--- src/rtl/dmem_arbiter_if.sv ---
// Request/response port between one DMEM master and the arbiter.
// The master drives the request fields; the arbiter returns grant and response.
interface dmem_arbiter_if #(
    parameter int ADDR_W = 32,
    parameter int DATA_W = 32
);
    logic              req;
    logic              we;
    logic [ADDR_W-1:0] addr;
    logic [DATA_W-1:0] wdata;
    logic              gnt;
    logic              rvalid;
    logic [DATA_W-1:0] rdata;
    logic              err;

    modport master (
        output req, we, addr, wdata,
        input  gnt, rvalid, rdata, err
    );

    modport slave (
        input  req, we, addr, wdata,
        output gnt, rvalid, rdata, err
    );
endinterface

--- src/rtl/dmem_arbiter.sv ---
// Two-master arbiter for the single-port DMEM: grant, one-entry access slot, registered response.
// P0 wins by default; P1 is forced through after STARVE_MAX consecutive lost cycles.
module dmem_arbiter #(
    parameter int ADDR_W     = 32,
    parameter int DATA_W     = 32,
    parameter int MEM_WORDS  = 1024,
    parameter int STARVE_MAX = 4
) (
    input  logic              clk,
    input  logic              reset,
    dmem_arbiter_if.slave     p0,
    dmem_arbiter_if.slave     p1,
    output logic [ADDR_W-1:0] dmem_addr_o,
    output logic [DATA_W-1:0] dmem_wdata_o,
    output logic              dmem_we_o,
    output logic              dmem_re_o,
    input  logic [DATA_W-1:0] dmem_rdata_i
);

    localparam int                  STARVE_W   = $clog2(STARVE_MAX + 1);
    localparam logic [STARVE_W-1:0] STARVE_LIM = STARVE_W'(STARVE_MAX);
    localparam logic [ADDR_W:0]     ADDR_LIMIT = (ADDR_W + 1)'(MEM_WORDS);

    logic [STARVE_W-1:0] starve_q, starve_d;

    logic              s_valid_q;
    logic              s_owner_q;
    logic              s_we_q;
    logic              s_err_q;
    logic [ADDR_W-1:0] s_addr_q;
    logic [DATA_W-1:0] s_wdata_q;

    logic              p0_rvalid_q, p1_rvalid_q;
    logic              p0_err_q, p1_err_q;
    logic [DATA_W-1:0] p0_rdata_q, p1_rdata_q;

    logic              p1_wins;
    logic              p0_gnt, p1_gnt, gnt_any;
    logic              sel_we;
    logic [ADDR_W-1:0] sel_addr;
    logic [DATA_W-1:0] sel_wdata;
    logic              sel_err;
    logic              access;
    logic [DATA_W-1:0] resp_rdata;

    always_comb begin
        p1_wins = p1.req & (~p0.req | (starve_q == STARVE_LIM));
        p1_gnt  = p1_wins & ~reset;
        p0_gnt  = p0.req & ~p1_wins & ~reset;
        gnt_any = p0_gnt | p1_gnt;

        sel_we    = p1_gnt ? p1.we    : p0.we;
        sel_addr  = p1_gnt ? p1.addr  : p0.addr;
        sel_wdata = p1_gnt ? p1.wdata : p0.wdata;
        sel_err   = ({1'b0, sel_addr} >= ADDR_LIMIT);
    end

    // P1 losing while requesting bumps the counter; any P1 win or idle P1 clears it.
    always_comb begin
        starve_d = starve_q;
        if (!p1.req || p1_gnt) begin
            starve_d = '0;
        end else if (p0_gnt && (starve_q != STARVE_LIM)) begin
            starve_d = starve_q + STARVE_W'(1);
        end
    end

    always_ff @(posedge clk) begin
        if (reset) begin
            starve_q  <= '0;
            s_valid_q <= 1'b0;
        end else begin
            starve_q  <= starve_d;
            s_valid_q <= gnt_any;
            if (gnt_any) begin
                s_owner_q <= p1_gnt;
                s_we_q    <= sel_we;
                s_err_q   <= sel_err;
                s_addr_q  <= sel_addr;
                s_wdata_q <= sel_wdata;
            end
        end
    end

    // Reset during the access cycle must suppress the DMEM write at that edge.
    always_comb begin
        access       = s_valid_q & ~reset;
        dmem_addr_o  = access ? s_addr_q  : '0;
        dmem_wdata_o = access ? s_wdata_q : '0;
        dmem_we_o    = access & s_we_q & ~s_err_q;
        dmem_re_o    = access & ~s_we_q & ~s_err_q;
        resp_rdata   = (~s_we_q & ~s_err_q) ? dmem_rdata_i : '0;
    end

    always_ff @(posedge clk) begin
        if (reset) begin
            p0_rvalid_q <= 1'b0;
            p1_rvalid_q <= 1'b0;
            p0_err_q    <= 1'b0;
            p1_err_q    <= 1'b0;
            p0_rdata_q  <= '0;
            p1_rdata_q  <= '0;
        end else begin
            p0_rvalid_q <= s_valid_q & ~s_owner_q;
            p1_rvalid_q <= s_valid_q & s_owner_q;
            if (s_valid_q && !s_owner_q) begin
                p0_err_q   <= s_err_q;
                p0_rdata_q <= resp_rdata;
            end
            if (s_valid_q && s_owner_q) begin
                p1_err_q   <= s_err_q;
                p1_rdata_q <= resp_rdata;
            end
        end
    end

    assign p0.gnt    = p0_gnt;
    assign p1.gnt    = p1_gnt;
    assign p0.rvalid = p0_rvalid_q;
    assign p1.rvalid = p1_rvalid_q;
    assign p0.err    = p0_err_q;
    assign p1.err    = p1_err_q;
    assign p0.rdata  = p0_rdata_q;
    assign p1.rdata  = p1_rdata_q;

endmodule

--- src/flat_wrapper.sv ---
// flat-port wrapper written by rule: the top's interface ports become plain ports
module dmem_arbiter_flat 
#(
    parameter int ADDR_W     = 32,
    parameter int DATA_W     = 32,
    parameter int MEM_WORDS  = 1024,
    parameter int STARVE_MAX = 4
)
  (clk, reset, dmem_addr_o, dmem_wdata_o, dmem_we_o, dmem_re_o, dmem_rdata_i, p0_req, p0_we, p0_addr, p0_wdata, p0_gnt, p0_rvalid, p0_rdata, p0_err, p1_req, p1_we, p1_addr, p1_wdata, p1_gnt, p1_rvalid, p1_rdata, p1_err);
  dmem_arbiter_if #(.ADDR_W(ADDR_W), .DATA_W(DATA_W)) p0_i ();
  dmem_arbiter_if #(.ADDR_W(ADDR_W), .DATA_W(DATA_W)) p1_i ();
  input  logic clk;
  input  logic reset;
  output logic [ADDR_W-1:0] dmem_addr_o;
  output logic [DATA_W-1:0] dmem_wdata_o;
  output logic dmem_we_o;
  output logic dmem_re_o;
  input  logic [DATA_W-1:0] dmem_rdata_i;
  input wire logic [$bits(p0_i.req)-1:0] p0_req;
  input wire logic [$bits(p0_i.we)-1:0] p0_we;
  input wire logic [$bits(p0_i.addr)-1:0] p0_addr;
  input wire logic [$bits(p0_i.wdata)-1:0] p0_wdata;
  output wire logic [$bits(p0_i.gnt)-1:0] p0_gnt;
  output wire logic [$bits(p0_i.rvalid)-1:0] p0_rvalid;
  output wire logic [$bits(p0_i.rdata)-1:0] p0_rdata;
  output wire logic [$bits(p0_i.err)-1:0] p0_err;
  input wire logic [$bits(p1_i.req)-1:0] p1_req;
  input wire logic [$bits(p1_i.we)-1:0] p1_we;
  input wire logic [$bits(p1_i.addr)-1:0] p1_addr;
  input wire logic [$bits(p1_i.wdata)-1:0] p1_wdata;
  output wire logic [$bits(p1_i.gnt)-1:0] p1_gnt;
  output wire logic [$bits(p1_i.rvalid)-1:0] p1_rvalid;
  output wire logic [$bits(p1_i.rdata)-1:0] p1_rdata;
  output wire logic [$bits(p1_i.err)-1:0] p1_err;
  assign p0_i.req = p0_req;
  assign p0_i.we = p0_we;
  assign p0_i.addr = p0_addr;
  assign p0_i.wdata = p0_wdata;
  assign p0_gnt = p0_i.gnt;
  assign p0_rvalid = p0_i.rvalid;
  assign p0_rdata = p0_i.rdata;
  assign p0_err = p0_i.err;
  assign p1_i.req = p1_req;
  assign p1_i.we = p1_we;
  assign p1_i.addr = p1_addr;
  assign p1_i.wdata = p1_wdata;
  assign p1_gnt = p1_i.gnt;
  assign p1_rvalid = p1_i.rvalid;
  assign p1_rdata = p1_i.rdata;
  assign p1_err = p1_i.err;
  dmem_arbiter #(.ADDR_W(ADDR_W), .DATA_W(DATA_W), .MEM_WORDS(MEM_WORDS), .STARVE_MAX(STARVE_MAX)) u_core (.clk(clk), .reset(reset), .p0(p0_i), .p1(p1_i), .dmem_addr_o(dmem_addr_o), .dmem_wdata_o(dmem_wdata_o), .dmem_we_o(dmem_we_o), .dmem_re_o(dmem_re_o), .dmem_rdata_i(dmem_rdata_i));
endmodule
--- config.mk ---
export PLATFORM = sky130hd
export DESIGN_NAME = dmem_arbiter_flat
export DESIGN_NICKNAME = d
export VERILOG_FILES = /design/src/rtl/dmem_arbiter_if.sv /design/src/rtl/dmem_arbiter.sv /design/src/flat_wrapper.sv
export SDC_FILE = /design/constraint.sdc
export NUM_CORES = 1
export LEC_CHECK = 0
export CAP_MARGIN = 20
export CORE_MARGIN = 2
export CORE_UTILIZATION = 40
export DETAILED_ROUTE_END_ITERATION = 10
export DONT_BUFFER_PORTS = 1
export PLACE_DENSITY = 0.53
export SLEW_MARGIN = 20
export SYNTH_ARGS = -nofsm -noshare
export SYNTH_HDL_FRONTEND = slang
export SYNTH_SLANG_ARGS = --single-unit
--- constraint.sdc ---
create_clock -name clk -period 4.1 [get_ports clk]
set_input_delay 0.82 -clock clk [delete_from_list [all_inputs] [get_ports clk]]
set_output_delay 0.82 -clock clk [all_outputs]
set_load 0.1 [all_outputs]
# == Word-level counts from Yosys, hierarchy flattened ==
# Index checks and enable logic that the tools add are counted.
# totals
inputBits,166
out_inout_bits,136
register_bits,139
wordCells,51
# classes
n_bitwise,20
muxes,6
n_eq_ne,2
reduce_logical,8
add_sub_neg,1
magnitude_cmp,1
# ops
cell,count
$mux W32,5
$ge A32 B11 Y1 const B,1
$and A1 B1 Y1,12
$not A1 Y1,6
$add A3 B1 Y3 const B,1
$eq A3 B3 Y1 const B,1
$logic_and A1 B1 Y1,3
$ne A3 B3 Y1 const B,1
$logic_not A1 Y1,2
$or A1 B1 Y1,2
$reduce_and A2 Y1,1
$reduce_or A2 Y1,1
$logic_or A1 B1 Y1,1
$mux W1,1

# == Longest topological paths before layout ==
# logic_depth
word_depth,8
depth_mapped,7
mapped_depth_nobuf,6

# == Least setup slack after synthesis ==
# Ideal clock, no wire load.
# synth_timing
path_kind,input -> register
from,input reset
to,"register u_core.s_addr_q[0], enable pin"
slack_ns,-0.349
arrival_ns,3.955
setup_time_ns,0.494
path_stages,3
cell_sequence,buf_6 -> clkbuf_1 -> nor2_1
# synth_via
elab_chain_cells,4
elab_cells_between_ends,5
classes_between,bitwise: 4; reduce/logical: 1
# synth_lines
item,line,text
from (decl),flat_wrapper.sv:13,input logic reset;
$not A1 Y1 (*),"dmem_arbiter.sv:48, dmem_arbiter.sv:49",
$and A1 B1 Y1 (on tied branches),"dmem_arbiter.sv:49, dmem_arbiter.sv:48",
$or A1 B1 Y1,dmem_arbiter.sv:50,gnt_any = p0_gnt | p1_gnt;
$reduce_and A2 Y1 (no source line) (*),-,
to (signal assigned),dmem_arbiter.sv:79,s_addr_q <= sel_addr;
to (decl),dmem_arbiter.sv:30,logic [ADDR_W-1:0] s_addr_q;
# Every way passes the cells marked *; elsewhere a longest branch is shown, timed or not.
# A chain may end at the register's enable or synchronous reset.

# == Worst setup path in the final report ==
# layout_timing
from,input reset
to,output dmem_addr_o[17]
# layout_via
elab_chain_cells,3
# layout_lines
item,line,text
$not A1 Y1,dmem_arbiter.sv:87,access = s_valid_q & ~reset;
$and A1 B1 Y1,dmem_arbiter.sv:87,
$mux W32,dmem_arbiter.sv:88,dmem_addr_o = access ? s_addr_q : '0;
to (decl),flat_wrapper.sv:14,output logic [ADDR_W-1:0] dmem_addr_o;
# Every way passes these cells.

==> results.sh <==
export IMPL_h_tree_depth=4
export IMPL_cts_buffers=17
export IMPL_drive_gt1_frac=0.2836
export IMPL_cpPeakStageDelay_ns=0.43
export IMPL_postRouteAntennaNets=0
export IMPL_cp_num_buf_inv=2
export IMPL_synth_largest_area_cell="edfxtp_1"
export IMPL_holdCritPathClass="input port to flop"
export IMPL_synth_edf_count=67
export IMPL_rsz0062_at_grt="false"
export IMPL_die_x_um=126.6
export IMPL_yosysTopAreaCellShare=0.3347
export IMPL_grt_max_degree=73
export IMPL_crit_top_cell="buf_4"
export IMPL_seq_power_share=0.468
export IMPL_reg2reg_from="u_core.starve_q[0]"
export IMPL_p_switching_w=0.0008999
export IMPL_gp_congestion=0.8260
export IMPL_area_growth_pct=19.50
export IMPL_hold_slack_ns=0.4737
export IMPL_ios=302
export IMPL_fin_crit_sh=0.6746
export IMPL_p_sw_frac=0.2659
export IMPL_crit_chain="nor2b_4 > buf_4 > and2_1 > buf_4"
export IMPL_finalPower_w=0.003384
export IMPL_wire_per_inst_um=18.98
export IMPL_fin_nets=774
export IMPL_synth_seq_area_share=0.5744
export IMPL_vdd_drop_max_v=0.0003447
export IMPL_crit_start="reset"
export IMPL_skew_ns=0.008165
export IMPL_die_h_um=126.6
export IMPL_drt_pass1_iterations=4
export IMPL_syn_area_um2=6012
export IMPL_power_leakage_nw=2.562
export IMPL_cts_resized=0
export IMPL_endpoint_kind="output pin"
export IMPL_synth_seq_cells=139
export IMPL_grt_ovfl_total=0
export IMPL_setup_viol=0
export IMPL_async_flop_share=0
export IMPL_max_cap_violations=0
export IMPL_post_route_min_period_ns=2.766
export IMPL_p_int_w=0.002484
export IMPL_dieArea_um2=16030
export IMPL_crit_slowest_cell="buf_4"
export IMPL_clock_latency_ns=0.41
export IMPL_critPathLaunchType="input port"
export IMPL_synth_top_flop_cell="dfxtp_1"
export IMPL_path_delay_family="buffers and inverters"
export IMPL_status="finished clean"
export IMPL_drtIter0Drc=164
export IMPL_grt_util_all_layers=0.1891
export IMPL_numPortBuffers=0
export IMPL_post_cts_buffers=0
export IMPL_power_density_nw_per_um2=471.0
export IMPL_vias=4297
export IMPL_max_slew_margin_rel=0.3116
export IMPL_cts_tree="done"
export IMPL_synth_common_cells="dfxtp_1, nand2_1, and2_1"
export IMPL_p_comb_frac=0.115
export IMPL_worst_slew_pin_slew_ns=1.031
export IMPL_num_rows=44
export IMPL_syn_inst=555
export IMPL_dp_hpwl_mm=10.73
export IMPL_path_class="input port to output pin"
export IMPL_fin_setup_tns_ns=0
export IMPL_post_route_drc_count=0
export IMPL_max_freq_mhz=361.6
export IMPL_finalHoldViolations=0
export IMPL_clock_root_buffer="clkbuf_16"
export IMPL_yosysMostFrequentCell="dfxtp_1"
export IMPL_routed_via_density=5.365
export IMPL_clk_pin_slew_ns=0.06
export IMPL_initial_core_util=0.4121
export IMPL_clk_path_buf_depth=2
export IMPL_synth_distinct_cells=27
export IMPL_final_max_slew_viol_count=0
export IMPL_clkSinkCount=139
export IMPL_yosysWarnings=0
export IMPL_placed_cell_area_um2=6646
export IMPL_hold_buffers=0
export IMPL_stdcell_area_um2=7184
export IMPL_avgSynthCellArea_um2=10.83
export IMPL_cp_required_ns=3.28
export IMPL_antenna_found_initial=1
export IMPL_grt_pass1_wl_mm=23.55
export IMPL_holdCritStartpoint="reset"
export IMPL_synthTopCellsByArea="edfxtp_1, dfxtp_1, mux2_2, and2_1, a21oi_1"
export IMPL_synth_nets=723
export IMPL_cp_max_fo=72
export IMPL_clkPwrFrac=0.417
export IMPL_diodes=0
export IMPL_drt_wl_total_mm=15.20
export IMPL_grt_pass1_vias=4482
export IMPL_core_area_um2=14590
export IMPL_worst_ep_arrival_time_ns=1.95
-- worst paths after layout --
kind                         end  slack [ns]  cells past startpoint
max              dmem_addr_o[17]        1.33                      4
min          u_core.p1.rdata[30]        0.47                      1
max reg2reg       u_core.s_err_q        1.83                      7
min reg2reg   u_core.starve_q[0]        0.52                      2
-- cell usage in the layout (no fill, tap or decap), types with 2 or more instances in the layout --
cell type	instances
mux2_2	65
inv_4	2
nor2_1	4
clkinv_2	3
edfxtp_1	67
nor4_1	10
inv_1	3
buf_4	74
a21oi_1	67
and2_1	69
nand2_1	71
clkbuf_16	17
clkbuf_1	3
nand3_1	65
clkbuf_8	2
nor2_4	2
ha_1	2
dfxtp_1	72
-- logic make-up (layout without fill, tap and decap cells) --
group / after synthesis / count (layout) / synth area share
AND/OR/NAND/NOR: 231 / 231 / 0.1967
flip-flops: 139 / 139 / 0.5744
adder cells (fa/ha/maj): 2 / 2 / 0.004162
AO/OA/AOI/OAI: 70 / 70 / 0.06140
multiplexers: 66 / 66 / 0.1234
buffers and inverters: 47 / 109 / 0.03996
-- power groups by stage --
stage	registers [W]	clock network, W	logic (W)
3_3_place_gp	0.00161	0	0.000388
2_1_floorplan	0.00161	0	0.000327
4_1_cts	0.00158	0.00145	0.000394
3_5_place_dp	0.00161	0	0.000393
6_report	0.00158	0.00141	0.000390
5_1_grt	0.00159	0.00151	0.000410
-- final cells by class --
type	count	area, um^2
multi-input cells	369	2361
fillers	1348	7405
clock buffers	23	471.7
inverters	3	11.26
flip-flops and latches	139	3453
clock inverters	7	66.31
well taps	184	230.2
repair buffers	76	590.6
-- metrics by stage --
step	instances	utilization	worst slack, ns
final	801	0.4925	1.334
after global placement	770	0.4545	1.344
after detailed placement	771	0.4556	1.357
after global routing	801	0.4925	1.170
after CTS	801	0.4925	1.308
after floorplan	555	-	0.7750
-- sequential cells by signal (all words and copies together) (netlist names) --
signal / count
u_core.s_owner_q: 1
u_core.p0.rdata: 32
u_core.p1.rdata: 32
u_core.s_err_q: 1
u_core.s_wdata_q: 32
u_core.p1.err: 1
u_core.s_valid_q: 1
u_core.s_addr_q: 32
u_core.starve_q: 3
u_core.p0.rvalid: 1
u_core.s_we_q: 1
u_core.p1.rvalid: 1
u_core.p0.err: 1
-- metal layers --
layer  routed length (um)  share of wire  up-vias  track usage
met5                   13        0.00086        -            0
met4                  296          0.019        2      0.06852
met3                 1827           0.12       21      0.08984
met2                 7675           0.50      223       0.3278
met1                 5386           0.35     2013       0.2005
li1                     -              -     2038            -
Power figures use the tool's default switching activity.
